[src/rtl/pw_encoder_if.sv]
// Producer-side value channel of the pulse-width encoder.
// valid/ready: a value moves on a rising aclk edge where in_valid && in_ready;
// the producer holds in_value stable while in_valid is high, and in_ready comes
// from a register only, so it never depends on in_valid in the same cycle.
interface pw_encoder_if #(
  parameter int VAL_W = 5
);
  logic             in_valid;
  logic [VAL_W-1:0] in_value;
  logic             in_ready;

  modport master (output in_valid, output in_value, input in_ready);
  modport slave  (input in_valid, input in_value, output in_ready);
endinterface

[src/rtl/pw_encoder.sv]
// Binary-to-pulse-width encoder: double-buffers onset phases and emits one
// PULSE_WIDTH pulse per gamma cycle, aligned to the shared grst strobe.
module pw_encoder #(
  parameter int GAMMA_CYCLE_WIDTH = 16,
  parameter int PULSE_WIDTH       = 8,
  parameter int VAL_W             = $clog2(GAMMA_CYCLE_WIDTH) + 1
) (
  input  logic       aclk,
  input  logic       rst_n,
  input  logic       grst,
  pw_encoder_if.slave in_bus,
  output logic       y,
  output logic       gamma_start,
  output logic       underrun,
  output logic       state_dbg
);

  localparam int PH_W = $clog2(GAMMA_CYCLE_WIDTH);
  localparam int CW   = VAL_W + 1;
  localparam logic [VAL_W-1:0] INF  = VAL_W'(GAMMA_CYCLE_WIDTH);
  localparam logic [PH_W-1:0]  LAST = PH_W'(GAMMA_CYCLE_WIDTH - 1);
  localparam logic [CW-1:0]    PW_C = CW'(PULSE_WIDTH);

  typedef enum logic {IDLE = 1'b0, RUN = 1'b1} mode_t;

  mode_t            mode, mode_next;
  logic [PH_W-1:0]  phase, phase_next;
  logic [VAL_W-1:0] active, active_next;
  logic [VAL_W-1:0] pending, pending_next;
  logic             pending_full, pending_full_next;
  logic             boundary, xfer, y_next;
  logic [CW-1:0]    phase_ext, active_ext;
  logic [VAL_W-1:0] in_value;

  assign in_value        = in_bus.in_value;
  assign in_bus.in_ready = !pending_full;
  assign state_dbg       = (mode == RUN);

  always_ff @(posedge aclk or negedge rst_n) begin
    if (!rst_n) mode <= IDLE;
    else        mode <= mode_next;
  end

  always_comb begin
    mode_next         = mode;
    phase_next        = '0;
    active_next       = active;
    pending_next      = pending;
    pending_full_next = pending_full;
    boundary          = grst || (mode == RUN && phase == LAST);
    xfer              = in_bus.in_valid && !pending_full;

    if (mode == RUN) phase_next = phase + 1'b1;

    // The boundary sees the old pending state; a same-edge transfer only refills pending.
    if (boundary) begin
      mode_next         = RUN;
      phase_next        = '0;
      pending_full_next = 1'b0;
      active_next       = pending_full ? pending : INF;
    end

    if (xfer) begin
      pending_next      = in_value;
      pending_full_next = 1'b1;
    end

    // Extra bit keeps active+PULSE_WIDTH from wrapping; infinity never matches
    // because phase stays below GAMMA_CYCLE_WIDTH.
    phase_ext  = {{(CW - PH_W){1'b0}}, phase_next};
    active_ext = {1'b0, active_next};
    y_next     = (mode_next == RUN) && (phase_ext >= active_ext) &&
                 (phase_ext < active_ext + PW_C);
  end

  always_ff @(posedge aclk or negedge rst_n) begin
    if (!rst_n) begin
      phase        <= '0;
      active       <= INF;
      pending      <= '0;
      pending_full <= 1'b0;
      y            <= 1'b0;
      gamma_start  <= 1'b0;
      underrun     <= 1'b0;
    end else begin
      phase        <= phase_next;
      active       <= active_next;
      pending      <= pending_next;
      pending_full <= pending_full_next;
      y            <= y_next;
      gamma_start  <= boundary;
      underrun     <= boundary && !pending_full;
    end
  end

endmodule

[src/flat_wrapper.sv]
// flat-port wrapper written by rule: the top's interface ports become plain ports
module pw_encoder_flat 
#(
  parameter int GAMMA_CYCLE_WIDTH = 16,
  parameter int PULSE_WIDTH       = 8,
  parameter int VAL_W             = $clog2(GAMMA_CYCLE_WIDTH) + 1
)
  (aclk, rst_n, grst, y, gamma_start, underrun, state_dbg, in_bus_in_valid, in_bus_in_value, in_bus_in_ready);
  pw_encoder_if #(.VAL_W(VAL_W)) in_bus_i ();
  input  logic aclk;
  input  logic rst_n;
  input  logic grst;
  output logic y;
  output logic gamma_start;
  output logic underrun;
  output logic state_dbg;
  input wire logic [$bits(in_bus_i.in_valid)-1:0] in_bus_in_valid;
  input wire logic [$bits(in_bus_i.in_value)-1:0] in_bus_in_value;
  output wire logic [$bits(in_bus_i.in_ready)-1:0] in_bus_in_ready;
  assign in_bus_i.in_valid = in_bus_in_valid;
  assign in_bus_i.in_value = in_bus_in_value;
  assign in_bus_in_ready = in_bus_i.in_ready;
  pw_encoder #(.GAMMA_CYCLE_WIDTH(GAMMA_CYCLE_WIDTH), .PULSE_WIDTH(PULSE_WIDTH), .VAL_W(VAL_W)) u_core (.aclk(aclk), .rst_n(rst_n), .grst(grst), .in_bus(in_bus_i), .y(y), .gamma_start(gamma_start), .underrun(underrun), .state_dbg(state_dbg));
endmodule
[config.mk]
export PLATFORM = sky130hd
export DESIGN_NAME = pw_encoder_flat
export DESIGN_NICKNAME = d
export VERILOG_FILES = /design/src/rtl/pw_encoder_if.sv /design/src/rtl/pw_encoder.sv /design/src/flat_wrapper.sv
export SDC_FILE = /design/constraint.sdc
export NUM_CORES = 1
export LEC_CHECK = 0
export CAP_MARGIN = 10
export CELL_PAD_IN_SITES_DETAIL_PLACEMENT = 2
export CELL_PAD_IN_SITES_GLOBAL_PLACEMENT = 2
export CORE_MARGIN = 1
export CORE_UTILIZATION = 32
export CTS_BUF_LIST = sky130_fd_sc_hd__clkbuf_2 sky130_fd_sc_hd__clkbuf_4 sky130_fd_sc_hd__clkbuf_8
export DETAILED_ROUTE_END_ITERATION = 7
export PLACE_DENSITY_LB_ADDON = 0.1
export SYNTH_ARGS = -nofsm -noshare
export SYNTH_HDL_FRONTEND = slang
export SYNTH_SLANG_ARGS = --single-unit
export TNS_END_PERCENT = 100
[constraint.sdc]
create_clock -name aclk -period 2.3 [get_ports aclk]
set_clock_uncertainty 0.1 [all_clocks]
set_input_delay 0.46 -clock aclk [delete_from_list [all_inputs] [get_ports aclk]]
set_output_delay 0.46 -clock aclk [all_outputs]
set_load 0.01 [all_outputs]
After elaboration in Yosys (flattened, before gate mapping)
Index checks and enable logic that the tools add are counted.
{ "op_classes": {"addsub": 2, "order_cmp": 2, "n_eq_ne": 1, "muxes": 7, "reduce_logical": 8} }
{ "ops": {"columns": ["operator", "n"], "rows": [
  ["$mux W5", 2],
  ["$mux W4", 2],
  ["$add A5 B4 Y6 const B", 1],
  ["$lt A4 B6 Y1", 1],
  ["$ge A4 B5 Y1", 1],
  ["$logic_and A1 B1 Y1", 5],
  ["$add A4 B1 Y4 const B", 1],
  ["$eq A4 B4 Y1 const B", 1],
  ["$mux W1", 3],
  ["$reduce_bool A2 Y1", 1],
  ["$logic_not A1 Y1", 1],
  ["$logic_or A1 B1 Y1", 1]
]} }
{ "totals": {"regBits": 19, "in_bits": 9, "output_inout_bits": 5} }

Depth between registers and ports, before layout
{ "depth": {"word_depth": 7, "depth_mapped": 10, "depth_no_buf": 10} }

Worst setup path after synthesis
OpenSTA, ideal clock, no wires.
{ "synth_path": {"kind": "reg2reg", "start": "reg u_core.phase[0]", "end": "reg u_core.y", "arrival_time_ps": 2023, "t_required_ps": 2075, "path_slack_ps": 52, "path_stages_with_launch": 11, "period_less_slack_ps": 2248, "cell_sequence": "dfrtp_1 > ha_1 > a41oi_4 > inv_4 > mux2i_4 > inv_1 > ha_1 > a41oi_1 > o211ai_1 > o2111ai_1 > a21oi_1"} }
{ "synth_via": {"elab_chain_len": 7, "elab_cells_between_ends": 13} }
{ "synth_rtl": {"columns": ["item", "line_no", "rtl"], "rows": [
  ["start: declaration", "pw_encoder.sv:27", "logic [PH_W-1:0] phase, phase_next;"],
  ["start signal: assignment", "pw_encoder.sv:86", "phase <= phase_next;"],
  ["$eq A4 B4 Y1 (*)", "pw_encoder.sv:50", "boundary = grst || (mode == RUN && phase == LAST);"],
  ["$logic_and A1 B1 Y1 (*)", "pw_encoder.sv:50", null],
  ["$logic_or A1 B1 Y1 (*)", "pw_encoder.sv:50", null],
  ["net u_core.boundary", "pw_encoder.sv:31", "logic boundary, xfer, y_next;"],
  ["$mux W5 (*)", "pw_encoder.sv:56", "if (boundary) begin"],
  ["net u_core.active_next[3]", "pw_encoder.sv:28", "logic [VAL_W-1:0] active, active_next;"],
  ["$add A5 B4 Y6 / $ge A4 B5 Y1 (equally long branches)", "pw_encoder.sv:73, pw_encoder.sv:72", null],
  ["$lt A4 B6 Y1 / $logic_and A1 B1 Y1 (equally long branches)", "pw_encoder.sv:73, pw_encoder.sv:72", null],
  ["$logic_and A1 B1 Y1 (*)", "pw_encoder.sv:72", "y_next = (mode_next == RUN) && (phase_ext >= active_ext) &&"],
  ["net u_core.y_next", "pw_encoder.sv:31", null],
  ["end signal: assignment", "pw_encoder.sv:90", "y <= y_next;"],
  ["end: declaration", "pw_encoder.sv:12", "output logic y,"]
]} }
The timed path passes the listed nets; every way through them passes the cells marked *.
A chain may end at the register's enable or synchronous reset.

Worst setup path in the final report
{ "layout_path": {"start": "reg u_core.phase[0]", "end": "reg u_core.y"} }
{ "layout_via": {"elab_chain_len": 7, "elab_cells_between_ends": 13} }
{ "layout_rtl": {"columns": ["item", "line_no"], "rows": [
  ["$eq A4 B4 Y1", "pw_encoder.sv:50"],
  ["$logic_and A1 B1 Y1", "pw_encoder.sv:50"],
  ["$logic_or A1 B1 Y1", "pw_encoder.sv:50"],
  ["$mux W5 / $mux W4 (equally long branches)", "pw_encoder.sv:56"],
  ["$add A5 B4 Y6 / $ge A4 B5 Y1 (equally long branches)", "pw_encoder.sv:73, pw_encoder.sv:72"],
  ["$lt A4 B6 Y1 / $logic_and A1 B1 Y1 (equally long branches)", "pw_encoder.sv:73, pw_encoder.sv:72"],
  ["$logic_and A1 B1 Y1 (*)", "pw_encoder.sv:72"],
  ["net u_core.y_next", "pw_encoder.sv:31"]
]} }
Marked as above.

==> reports/results.ini <==
[place]
routabilityCongestion=0.7670
dp_hpwl_mm=1.739
port_buffers=13
pre_cts_ws_ns=-0.4011
place_area_mm2=0.001129

[sta]
final.setup.tns_ns=0
max_freq_mhz=436.0
finalSetupViolCount=0
post-route-period-util_pct=99.72
period_needed_ns=2.294
relSlewSlack_pct=61.86
finalHoldViolations=0
rsz0062_at_grt=true
worst_slack_ns=0.006479
drv_slew=0
tightest_slew_ns=0.5703

[drt]
drc=0
ant_nets=0
drt-total-wl_mm=2.405
drt_pass1_iterations=4
vias_per_cell=4.867
wl_per_cell_um=17.81
drt_iter0_drc=3
vias=657

[critical_path]
cp_data_arrival_time_ns=2.43
rr_endpoint=u_core.y$_DFF_PN0_
regToRegStartpoint=u_core.phase[0]$_DFF_PN0_
end_kind=register
start_kind=register
cp.required_ns=2.43
ff2ff_setup_slack_ns=0.006
crit_fanout=7
ff2ff_path_depth=11
worst-setup-path-type=reg -> reg

[floorplan]
die_x_um=54.84
num_io_pins=14
die_y_um=54.84
dieArea_mm2=0.003007
core-area_mm2=0.002567
rows=18
initial_core_util_pct=34.80

[outcome]
status=complete, no violations

[power]
p_total_mw=0.8606
p_int_mw=0.5955
combPwrFrac_pct=31.3
p_leak_nw=0.5747
seqPwrFrac_pct=48.2
p_sw_share_pct=30.81
clock_power_share_pct=20.5
netSwitchingPower_mw=0.2651
powerDensity_mw_per_mm2=672.3
vdd_ir_drop_max_mv=0.4391

[yosys]
synth_top_area_share_pct=50.42
ys_types=27
ys_top_cells_by_area=dfrtp_1, ha_1, mux2_2
synth_nets=91
yosys.area.top_type=dfrtp_1
async_flop_share_pct=100.0
ys_seq_area_share_pct=53.36
ys_warn_count=0
synthCells=76
syn-mean-instance-area_um2=11.75
ys.flop_type=dfrtp_1
synth.most_common_cell=dfrtp_1
synth_area_um2=893.4
ys_seq_elements=19
synthTopCellsByCount=dfrtp_1, inv_1, nand2_1
synth_edf_count=0

[global_routing]
grt_pass1_vias=714
overflow=0
antenna_found_initial=0
grt_max_degree=12
groute.usage.overall_pct=17.58
grt_pass1_wl_mm=3.456

[clocking]
h-tree-depth=1
cts_tree=yes
postCtsHoldBufs=0
cts_made_buffers=3
clkSinkCount=19
clk_pin_slew_ns=0.12
cts.path.max_buffers=2
clock_latency_ns=0.30
clockRootBuffer=clkbuf_4

[finish]
syn_to_final_growth_pct=43.28
num-nets-final=121
final_util_pct=49.85
drive_gt1_share_pct=40.95
n_fill_cell=250
diodes=0
finalInstanceArea_mm2=0.001280

[worst_hold_path]
hp-class=in -> async

[run]
drv_cap=0

registers in the layout, indices dropped and copies added, names as in the netlist:
signal and cells:
u_core.state_dbg 1, u_core.pending 5, u_core.phase 4, u_core.y 1, u_core.active 5, u_core.pending_full 1, u_core.underrun 1, u_core.gamma_start 1
through the flow:
step                      hold WS (ns)  instances
after floorplan                0.06441         76
after global placement          0.3663        127
after detailed placement        0.3938        127
after CTS                       0.3939        132
after global routing            0.4243        135
final                           0.4077        135
cell type report:
class / instances / area [um2] / share of cell area, %
repair buffers: 27 / 250.2 / 19.55
clock buffers: 3 / 22.52 / 1.760
clock inverters: 1 / 5.005 / 0.3910
multi-input cells: 45 / 447.9 / 35.00
flip-flops and latches: 19 / 476.7 / 37.24
well taps: 30 / 37.54 / 2.933
inverters: 10 / 40.04 / 3.128
per-layer routing:
layer / GRT usage, % / up-vias / wire [um]
met4: 7.692 / 0 / 10
met3: 3.333 / 2 / 42
met1: 21.05 / 336 / 999
met5: 0 / - / 0
met2: 30.12 / 7 / 1353
li1: - / 312 / -
worst max-delay path: stages (launching register included):
cell and delay [ns]:
dfrtp_1 0.43, ha_4 0.19, a41oi_4 0.23, buf_12 0.15, buf_6 0.09, nand2_2 0.03
o21a_1 0.14, ha_4 0.30, nand2_2 0.06, o211ai_1 0.20, o2111ai_1 0.15, a21oi_1 0.14
power groups by stage:
| stage | sequential, mW | combinational, mW | clock [mW] |
|---|---|---|---|
| 2_1_floorplan | 0.410 | 0.129 | 0 |
| 3_3_place_gp | 0.419 | 0.201 | 0 |
| 3_5_place_dp | 0.420 | 0.217 | 0 |
| 4_1_cts | 0.413 | 0.218 | 0.182 |
| 5_1_grt | 0.422 | 0.294 | 0.197 |
| 6_report | 0.415 | 0.269 | 0.177 |
cell families (layout without fill, tap and decap cells):
logic type	Yosys count	in the layout	share of synthesized area (%)
AO/OA/AOI/OAI	11	11	11.07
XOR/XNOR	2	2	1.961
adder cells (fa/ha/maj)	6	6	8.403
buffers and inverters	12	41	5.323
flip-flops	19	19	53.36
multiplexers	7	7	9.943
AND/OR/NAND/NOR	19	19	9.946
layout by cell type, fill, tap and decap left out, types with 2 or more instances in the layout:
| cell type | instances |
|---|---|
| clkbuf_4 | 3 |
| nor2_2 | 2 |
| dfrtp_1 | 18 |
| mux2_2 | 5 |
| nand3_1 | 2 |
| buf_4 | 12 |
| inv_1 | 8 |
| ha_4 | 4 |
| nand2_2 | 3 |
| ha_1 | 2 |
| nand2_1 | 6 |
| clkdlybuf4s50_1 | 12 |
| o21a_1 | 3 |
worst max path at each step:
stage	from	cells past startpoint	end	slack, ns
floorplan	u_core.phase[0]$_DFF_PN0_	10	u_core.y$_DFF_PN0_	0.05
global placement	grst	10	u_core.y$_DFF_PN0_	-0.25
detailed placement	grst	10	u_core.y$_DFF_PN0_	-0.40
CTS	u_core.phase[0]$_DFF_PN0_	10	u_core.y$_DFF_PN0_	0.005
global route	u_core.phase[0]$_DFF_PN0_	11	u_core.y$_DFF_PN0_	-0.11
finish	u_core.phase[0]$_DFF_PN0_	11	u_core.y$_DFF_PN0_	0.006
timing repair:
item                                    CTS  global route
endpoints found under the setup margin    1             1
gates cloned                              0             0
resized for setup                         2            14
setup buffers                             1             3
pin swaps                                 1             7
Power figures use the tool's default switching activity.
